## src/rtl/spi_responder.sv

```systemverilog
// SPI mode-0 target exposing 16 byte-wide local registers through write strobes and read fetches.
// Optional interrupt output (nIRQ/IRQ_ACK) is enabled by defining SPI_RESPONDER_IRQ_EN.
module spi_responder #(
  parameter logic [7:0] ID_BYTE     = 8'hA5,
  parameter int         SYNC_STAGES = 2
) (
  input  logic       MHZ48,
  input  logic       nRES,
  input  logic       SCLK,
  input  logic       MOSI,
  input  logic       nCS,
  output logic       MISO,
  output logic       MISO_OE,
  output logic       WSTB,
  output logic [3:0] WADDR,
  output logic [7:0] WDATA,
  output logic [3:0] RADDR,
`ifdef SPI_RESPONDER_IRQ_EN
  input  logic       IRQ_ACK,
  output logic       nIRQ,
`endif
  input  logic [7:0] RDATA
);

  typedef enum logic [1:0] {
    WAIT_IDLE,
    IDLE,
    CMD,
    DATA
  } state_e;

  state_e state_q, state_d;

  logic [SYNC_STAGES-1:0] sclk_sync_q, mosi_sync_q, ncs_sync_q;
  logic                   sclk_dly_q, ncs_dly_q;
  logic                   sclk_s, mosi_s, ncs_s;
  logic                   sclk_rise, sclk_fall, ncs_rise, ncs_fall;
  logic                   active, byte_done;

  logic [2:0] bit_cnt_q;
  logic [6:0] rx_q;
  logic [7:0] rx_byte;
  logic [7:0] tx_q;
  logic [3:0] addr_q, waddr_q, raddr_q;
  logic [7:0] wdata_q;
  logic       rd_mode_q, fetch_q, wstb_q;

  // NOTE: nCS synchroniser resets to 0 so WAIT_IDLE only leaves once a real high has propagated.
  always_ff @(posedge MHZ48) begin
    if (!nRES) begin
      sclk_sync_q <= '0;
      mosi_sync_q <= '0;
      ncs_sync_q  <= '0;
      sclk_dly_q  <= 1'b0;
      ncs_dly_q   <= 1'b0;
    end else begin
      sclk_sync_q <= {sclk_sync_q[SYNC_STAGES-2:0], SCLK};
      mosi_sync_q <= {mosi_sync_q[SYNC_STAGES-2:0], MOSI};
      ncs_sync_q  <= {ncs_sync_q[SYNC_STAGES-2:0], nCS};
      sclk_dly_q  <= sclk_s;
      ncs_dly_q   <= ncs_s;
    end
  end

  assign sclk_s    = sclk_sync_q[SYNC_STAGES-1];
  assign mosi_s    = mosi_sync_q[SYNC_STAGES-1];
  assign ncs_s     = ncs_sync_q[SYNC_STAGES-1];
  assign sclk_rise = sclk_s & ~sclk_dly_q;
  assign sclk_fall = ~sclk_s & sclk_dly_q;
  assign ncs_rise  = ncs_s & ~ncs_dly_q;
  assign ncs_fall  = ~ncs_s & ncs_dly_q;

  assign active    = (state_q == CMD) || (state_q == DATA);
  assign rx_byte   = {rx_q, mosi_s};
  // Deselect takes priority over a byte completing in the same cycle.
  assign byte_done = active && sclk_rise && !ncs_rise && (bit_cnt_q == 3'd7);

  always_ff @(posedge MHZ48) begin
    if (!nRES) begin
      state_q <= WAIT_IDLE;
    end else begin
      state_q <= state_d;
    end
  end

  // NOTE: every always_comb output gets a default first so no latch is inferred.
  always_comb begin
    state_d = state_q;
    unique case (state_q)
      WAIT_IDLE: if (ncs_s) state_d = IDLE;
      IDLE:      if (ncs_fall) state_d = CMD;
      CMD: begin
        if (ncs_rise)       state_d = IDLE;
        else if (byte_done) state_d = DATA;
      end
      DATA:      if (ncs_rise) state_d = IDLE;
      default:   state_d = WAIT_IDLE;
    endcase
  end

  always_comb begin
    MISO    = 1'b1;
    MISO_OE = 1'b0;
    if (state_q != WAIT_IDLE) MISO_OE = ~ncs_s;
    if (active)               MISO    = tx_q[7];
  end

  always_ff @(posedge MHZ48) begin
    if (!nRES) begin
      bit_cnt_q <= 3'd0;
      rx_q      <= '0;
      tx_q      <= '0;
      addr_q    <= '0;
      waddr_q   <= '0;
      wdata_q   <= '0;
      raddr_q   <= '0;
      rd_mode_q <= 1'b0;
      fetch_q   <= 1'b0;
      wstb_q    <= 1'b0;
    end else begin
      wstb_q  <= 1'b0;
      fetch_q <= 1'b0;
      if (state_q == IDLE && ncs_fall) begin
        bit_cnt_q <= 3'd0;
        rx_q      <= '0;
        tx_q      <= ID_BYTE;
      end else if (active && !ncs_rise) begin
        // The fall right after a byte boundary must not shift, or the freshly loaded MSB is lost.
        if (fetch_q) begin
          tx_q <= RDATA;
        end else if (sclk_fall && bit_cnt_q != 3'd0) begin
          tx_q <= {tx_q[6:0], 1'b0};
        end
        if (sclk_rise) begin
          rx_q      <= rx_byte[6:0];
          bit_cnt_q <= bit_cnt_q + 3'd1;
          if (bit_cnt_q == 3'd7) begin
            if (state_q == CMD) begin
              rd_mode_q <= rx_byte[7];
              addr_q    <= rx_byte[3:0];
              raddr_q   <= rx_byte[3:0];
              fetch_q   <= rx_byte[7];
            end else if (rd_mode_q) begin
              addr_q  <= addr_q + 4'd1;
              raddr_q <= addr_q + 4'd1;
              fetch_q <= 1'b1;
            end else begin
              waddr_q <= addr_q;
              wdata_q <= rx_byte;
              wstb_q  <= 1'b1;
              addr_q  <= addr_q + 4'd1;
            end
          end
        end
      end
    end
  end

  assign WSTB  = wstb_q;
  assign WADDR = waddr_q;
  assign WDATA = wdata_q;
  assign RADDR = raddr_q;

`ifdef SPI_RESPONDER_IRQ_EN
  logic wr_seen_q, nirq_q, irq_set;

  // Raised only by a write frame that completed at least one data byte.
  assign irq_set = active && ncs_rise && wr_seen_q;

  always_ff @(posedge MHZ48) begin
    if (!nRES) begin
      wr_seen_q <= 1'b0;
      nirq_q    <= 1'b1;
    end else begin
      if (state_q == IDLE && ncs_fall) begin
        wr_seen_q <= 1'b0;
      end else if (state_q == DATA && byte_done && !rd_mode_q) begin
        wr_seen_q <= 1'b1;
      end
      if (irq_set) begin
        nirq_q <= 1'b0;
      end else if (IRQ_ACK) begin
        nirq_q <= 1'b1;
      end
    end
  end

  assign nIRQ = nirq_q;
`endif

endmodule

```

## config.mk

```make
export PLATFORM = sky130hd
export DESIGN_NAME = spi_responder
export DESIGN_NICKNAME = d
export VERILOG_FILES = /design/src/rtl/spi_responder.sv
export SDC_FILE = /design/constraint.sdc
export NUM_CORES = 1
export LEC_CHECK = 0
export BUFFER_PORTS_ARGS = -buffer_cell sky130_fd_sc_hd__buf_2
export CAP_MARGIN = 20
export CORE_ASPECT_RATIO = 1.25
export CORE_MARGIN = 10
export CORE_UTILIZATION = 31
export DETAILED_ROUTE_END_ITERATION = 6
export PLACE_DENSITY_LB_ADDON = 0.25
export REMOVE_ABC_BUFFERS = 1
export SLEW_MARGIN = 0
export SYNTH_ARGS = -nofsm -noshare
export SYNTH_HDL_FRONTEND = slang
export SYNTH_SLANG_ARGS = --single-unit
export TNS_END_PERCENT = 50
```

## constraint.sdc

```tcl
create_clock -name MHZ48 -period 2.4 [get_ports MHZ48]
set_input_delay 0.48 -clock MHZ48 [delete_from_list [all_inputs] [get_ports MHZ48]]
set_output_delay 0.48 -clock MHZ48 [all_outputs]
set_load 0.01 [all_outputs]
```

# Word level (Yosys, flattened, before mapping)
# Cells that the tools add are included.
dict set report totals {
  ram_bits 0
  latchBits 0
  elab_cells 86
  n_memories 0
  rom_bits 0
  input_bits 13
  out_inout_bits 19
  regBits 51
}
dict set report op_classes {
  addsub 2
  n_div 0
  n_reduce_logical 26
  muxes 18
  n_mul 0
  n_eq_ne 8
  shift 0
  n_lt_le_gt_ge 0
  bitwise 15
}
# cell n
set op_table {}
lappend op_table {{two-way mux 8 bit} 4}
lappend op_table {{two-way mux 4 bit} 3}
lappend op_table {{inverter 1 bit} 11}
lappend op_table {{two-way mux 2 bit} 5}
lappend op_table {{AND reduction 5 bit} 2}
lappend op_table {{one-hot mux 2 bit (4 select lines)} 1}
lappend op_table {{AND reduction 4 bit} 2}
lappend op_table {{nonzero test 2 bit} 4}
lappend op_table {{logical AND 1 bit} 6}
lappend op_table {{!= test 2 bit (second input constant)} 3}
lappend op_table {{AND reduction 2 bit} 3}
lappend op_table {{AND reduction 6 bit} 1}
lappend op_table {{nonzero test 3 bit} 2}
lappend op_table {{OR reduction 6 bit} 1}
lappend op_table {{two-way mux 1 bit} 5}
lappend op_table {{OR reduction 5 bit} 1}
lappend op_table {{adder 4 x 1 -> 4 bit (second input constant)} 1}
lappend op_table {{AND 1 bit} 4}
lappend op_table {{== test 2 bit (second input constant)} 2}
lappend op_table {{adder 3 x 1 -> 3 bit (second input constant)} 1}
lappend op_table {{== test 3 bit (second input constant)} 1}
lappend op_table {{!= test 3 bit (second input constant)} 1}
lappend op_table {{== test 2 x 1 -> 1 bit (second input constant)} 1}
lappend op_table {{zero test 2 bit} 1}
lappend op_table {{other kinds (3)} 3}

# Logic depth before layout (Yosys ltp)
dict set report depth {
  depth_word 8
  ltp_mapped 9
}

# Worst setup path after synthesis
# OpenSTA, ideal clock, no wires.
dict set report synth_path {
  kind {flip-flop to flip-flop}
  startpoint {register state_q[1]}
  endpoint {register wdata_q[4], in the netlist WDATA[4]}
  setup_slack_ns 0.246
  path_buffers 3
  arrival_ns 2.083
  stages_incl_launch_ff 10
  required_ns 2.328
  setup_time_ns 0.072
  cell_sequence {dfxtp_1 > inv_1 > ha_1 > and3b_1 > buf_6 > or4_4 > buf_6 > nor2_2 > buf_4 > mux2i_1}
}
dict set report synth_between {
  elab_chain_cells 4
  word_cells_on_any_way 9
}
# item line
set synth_rtl {}
lappend synth_rtl {{from (decl)} 32} ;# state_e state_q, state_d;
lappend synth_rtl {{from (signal assigned)} 82} ;# state_q <= state_d;
lappend synth_rtl {{== test 2 bit (tied with other cells)} {73, 138}}
lappend synth_rtl {{logical OR 1 bit / logical AND 1 bit (equally long branches)} {73, 123}}
lappend synth_rtl {{logical AND 1 bit / inverter 1 bit (equally long branches)} --}
lappend synth_rtl {{AND reduction 6 bit (no line) (*)} --}
lappend synth_rtl {{to (signal assigned)} 149} ;# wdata_q <= rx_byte;
lappend synth_rtl {{to (decl)} 45} ;# logic [7:0] wdata_q;
# Every way passes the cells marked *; elsewhere a longest branch is shown, timed or not.
# A chain may end at the register's enable or synchronous reset.

# Worst setup path in the final report
dict set report layout_path {
  startpoint {register state_q[1]}
  endpoint {register wdata_q[6], in the netlist WDATA[6]}
}
# Same word-level chain as after synthesis.

==> results.py <==
metrics = {
    "cts": {
        "postCtsSetupRepairBufs": 0,
        "tritoncts": "done",
        "post_cts_resized": 0,
        "cts_buffers": 5,
        "holdBufCountCts": 0,
        "cts_buffer_depth": 2,
        "cts_sinks": 51,
        "clkTransAtPathRegs_ns": 0.09,
        "root_buffer": "clkbuf_8",
        "cts-htree-levels": 2,
        "clk_latency_ns": 0.30,
    },
    "sta": {
        "final-setup-viol-count": 0,
        "fin_crit_ns": 2.21,
        "worst_slew_pin_slew_ns": 0.575,
        "setup_tns_ns": 0,
        "setup_slack_ns": 0.186,
        "fin_crit_sh_pct": 92.3,
        "max_freq_mhz": 452,
        "slew_viol_final": 0,
        "maxSlewHeadroom_pct": 61.7,
        "rsz0062_at_grt": "false",
        "holdWs_ns": 0.373,
        "hold_viol_final": 0,
        "fin_skew_ns": 0.00722,
    },
    "synth": {
        "synth-main-ff-cell": "dfxtp_1",
        "postSynthAreaPerCell_um2": 9.21,
        "synth_top_family_by_area": "simple AND/OR/NAND/NOR gates",
        "synth_top_area_share_pct": 45.2,
        "synthMuxAreaShare_pct": 10.6,
        "yosysTopAreaCell": "dfxtp_1",
        "synth_seq_cells": 51,
        "synth-edff-count": 0,
        "ys_types": 40,
        "synthCells": 245,
        "synth_area_leaders": "dfxtp_1 45%, mux2i_1 11%, ha_1 5.0%",
        "synth-compound-area-share_pct": 11.4,
        "synthArstFlopShare_pct": 0,
        "synth_simple_gate_area_share_pct": 22.0,
        "syn_area_mm2": 0.00226,
        "synth_xor_area_share_pct": 1.16,
        "yosysSeqAreaShare_pct": 45.2,
        "synth-adder-area-share_pct": 4.99,
        "ys_warn_count": 0,
    },
    "pwr": {
        "swShare_pct": 23.2,
        "p_comb_share_pct": 7.7,
        "ir_drop_mv": 0.249,
        "power_density_mw_per_mm2": 606,
        "seq_power_share_pct": 54.7,
        "p_clk_share_pct": 37.6,
        "netSwitchingPower_mw": 0.370,
        "finalPower_mw": 1.59,
        "leakage_nw": 1.00,
        "p_int_mw": 1.22,
    },
    "floorplanning": {
        "core_mm2": 0.00702,
        "start_util_pct": 32.2,
        "die_width_um": 96.3,
        "rows": 34,
        "dieArea_mm2": 0.0111,
        "ioPinCount": 32,
        "dieHeight_um": 115,
    },
    "drt": {
        "drt-total-wl_mm": 4.93,
        "drc_errors": 0,
        "dr.pass1.iters": 4,
        "vias_per_cell": 4.81,
        "vias": 1766,
        "wl_per_cell_um": 13.4,
        "ant_nets": 0,
        "first_iter_violations": 62,
    },
    "layout": {
        "nNetsFinal": 298,
        "seqCellArea_mm2": 0.00102,
        "fillers": 732,
        "drive_above_1_share_pct": 19.5,
        "final_cell_mix": "51 x dfxtp_1, 31 x buf_2, 28 x nand2_1, 24 x mux2i_1, 17 x nor2_1",
        "n_antenna_cell": 0,
        "area_delta_synth_final_pct": 16.4,
        "multi_input_area_mm2": 0.00114,
        "finalInstanceArea_mm2": 0.00263,
        "final_common_cell": "dfxtp_1",
    },
    "worst_setup_path": {
        "startpoint_type": "flip-flop",
        "critical_path.endpoint_type": "flip-flop",
        "arrival_ns": 2.45,
        "path_max_fanout": 12,
        "critPathRequiredTime_ns": 2.64,
        "criticalPathCategory": "reg2reg",
    },
    "run": {
        "max_cap_viol_count": 0,
    },
    "placement": {
        "place_congestion": 0.780,
        "io_buffers": 31,
        "hpwl_mm": 3.63,
        "placed_area_mm2": 0.00251,
        "pre_cts_ws_ns": 0.194,
    },
    "global_routing": {
        "grt_first_pass_wirelength_mm": 8.45,
        "grt_max_degree": 27,
        "grt_pass1_vias": 1813,
        "grtUsageTotal_pct": 9.41,
        "antenna_found_initial": 0,
        "grt.overflow.total": 0,
    },
    "run_status": {
        "status": "completed",
    },
    "worst_hold_path": {
        "hold_path_class": "in2reg",
    },
}
kinds of logic (layout without fill, tap and decap cells):
family	count (synthesis)	after routing
flops	51	51
mux	24	24
fa+ha+maj	9	9
buf+inv	22	54
xor+xnor	3	3
compound gates	40	40
simple gates	96	96
sequential cells by signal, summed over array words and instances (netlist names), 2 cells and up:
| signal | flops |
|---|---|
| RADDR | 4 |
| WADDR | 4 |
| WDATA | 8 |
| addr_q | 4 |
| bit_cnt_q | 3 |
| mosi_sync_q | 2 |
| ncs_sync_q | 2 |
| rx_q | 7 |
| sclk_sync_q | 2 |
| state_q | 2 |
| tx_q | 8 |
stage by stage:
| stage | std cells | utilization (%) |
|---|---|---|
| 6_report | 367 | 37.4 |
| 5_1_grt | 367 | 37.4 |
| 4_1_cts | 367 | 37.4 |
| 3_5_place_dp | 359 | 35.8 |
| 3_3_place_gp | 359 | 35.8 |
| 2_1_floorplan | 230 | - |
cells in the mapped netlist, types with 3 or more instances:
cell and number:
nor3_1 5, mux2i_1 24, a21oi_1 7, and2_1 9
nand2b_1 3, dfxtp_1 51, o21ai_0 14, nand4_1 7
ha_1 9, inv_1 7, nor4_1 3, nor2b_1 6
nor2_1 17, nand3_1 6, o311a_1 4, xnor2_1 3
clkbuf_1 11, a211oi_1 6, nand2_1 28
final cells by class:
type | count | area share, %
Sequential cell | 51 | 38.9
Timing Repair Buffer | 39 | 8.19
Tap cell | 90 | 4.29
Inverter | 7 | 1.00
Clock buffer | 5 | 2.62
Multi-Input combinational cell | 172 | 43.4
Clock inverter | 3 | 1.67
critical path: stages (launching register included):
cell and delay (ns):
dfxtp_1 0.38, inv_1 0.09, ha_1 0.22, and3b_1 0.29, or4_4 0.63, nor2_2 0.13, buf_4 0.20, mux2i_1 0.20
path summary, 6_finish.rpt:
kind	from	to	slack [ns]	depth (start not counted)
setup / recovery	state_q[1]	WDATA[6]	0.19	7
hold / removal	MOSI	mosi_sync_q[0]	0.37	2
setup reg to reg	state_q[1]	WDATA[6]	0.19	7
hold reg to reg	mosi_sync_q[0]	mosi_sync_q[1]	0.44	1
layer usage:
metal	part of all wire (%)	vias up	routed length, µm	GRT usage, %
met4	1.2	0	61	3.20
met3	4.6	6	226	2.87
met5	0	-	0	0
met2	47	31	2310	14.9
met1	47	813	2330	11.8
li1	-	916	-	-
power by group through the flow:
stage / sequential, mW / clock [mW] / combinational (mW)
floorplan: 0.888 / 0 / 0.0762
global placement: 0.891 / 0 / 0.125
detailed placement: 0.891 / 0 / 0.125
CTS: 0.871 / 0.626 / 0.125
global route: 0.874 / 0.668 / 0.138
finish: 0.871 / 0.599 / 0.123
Power figures use the tool's default switching activity.
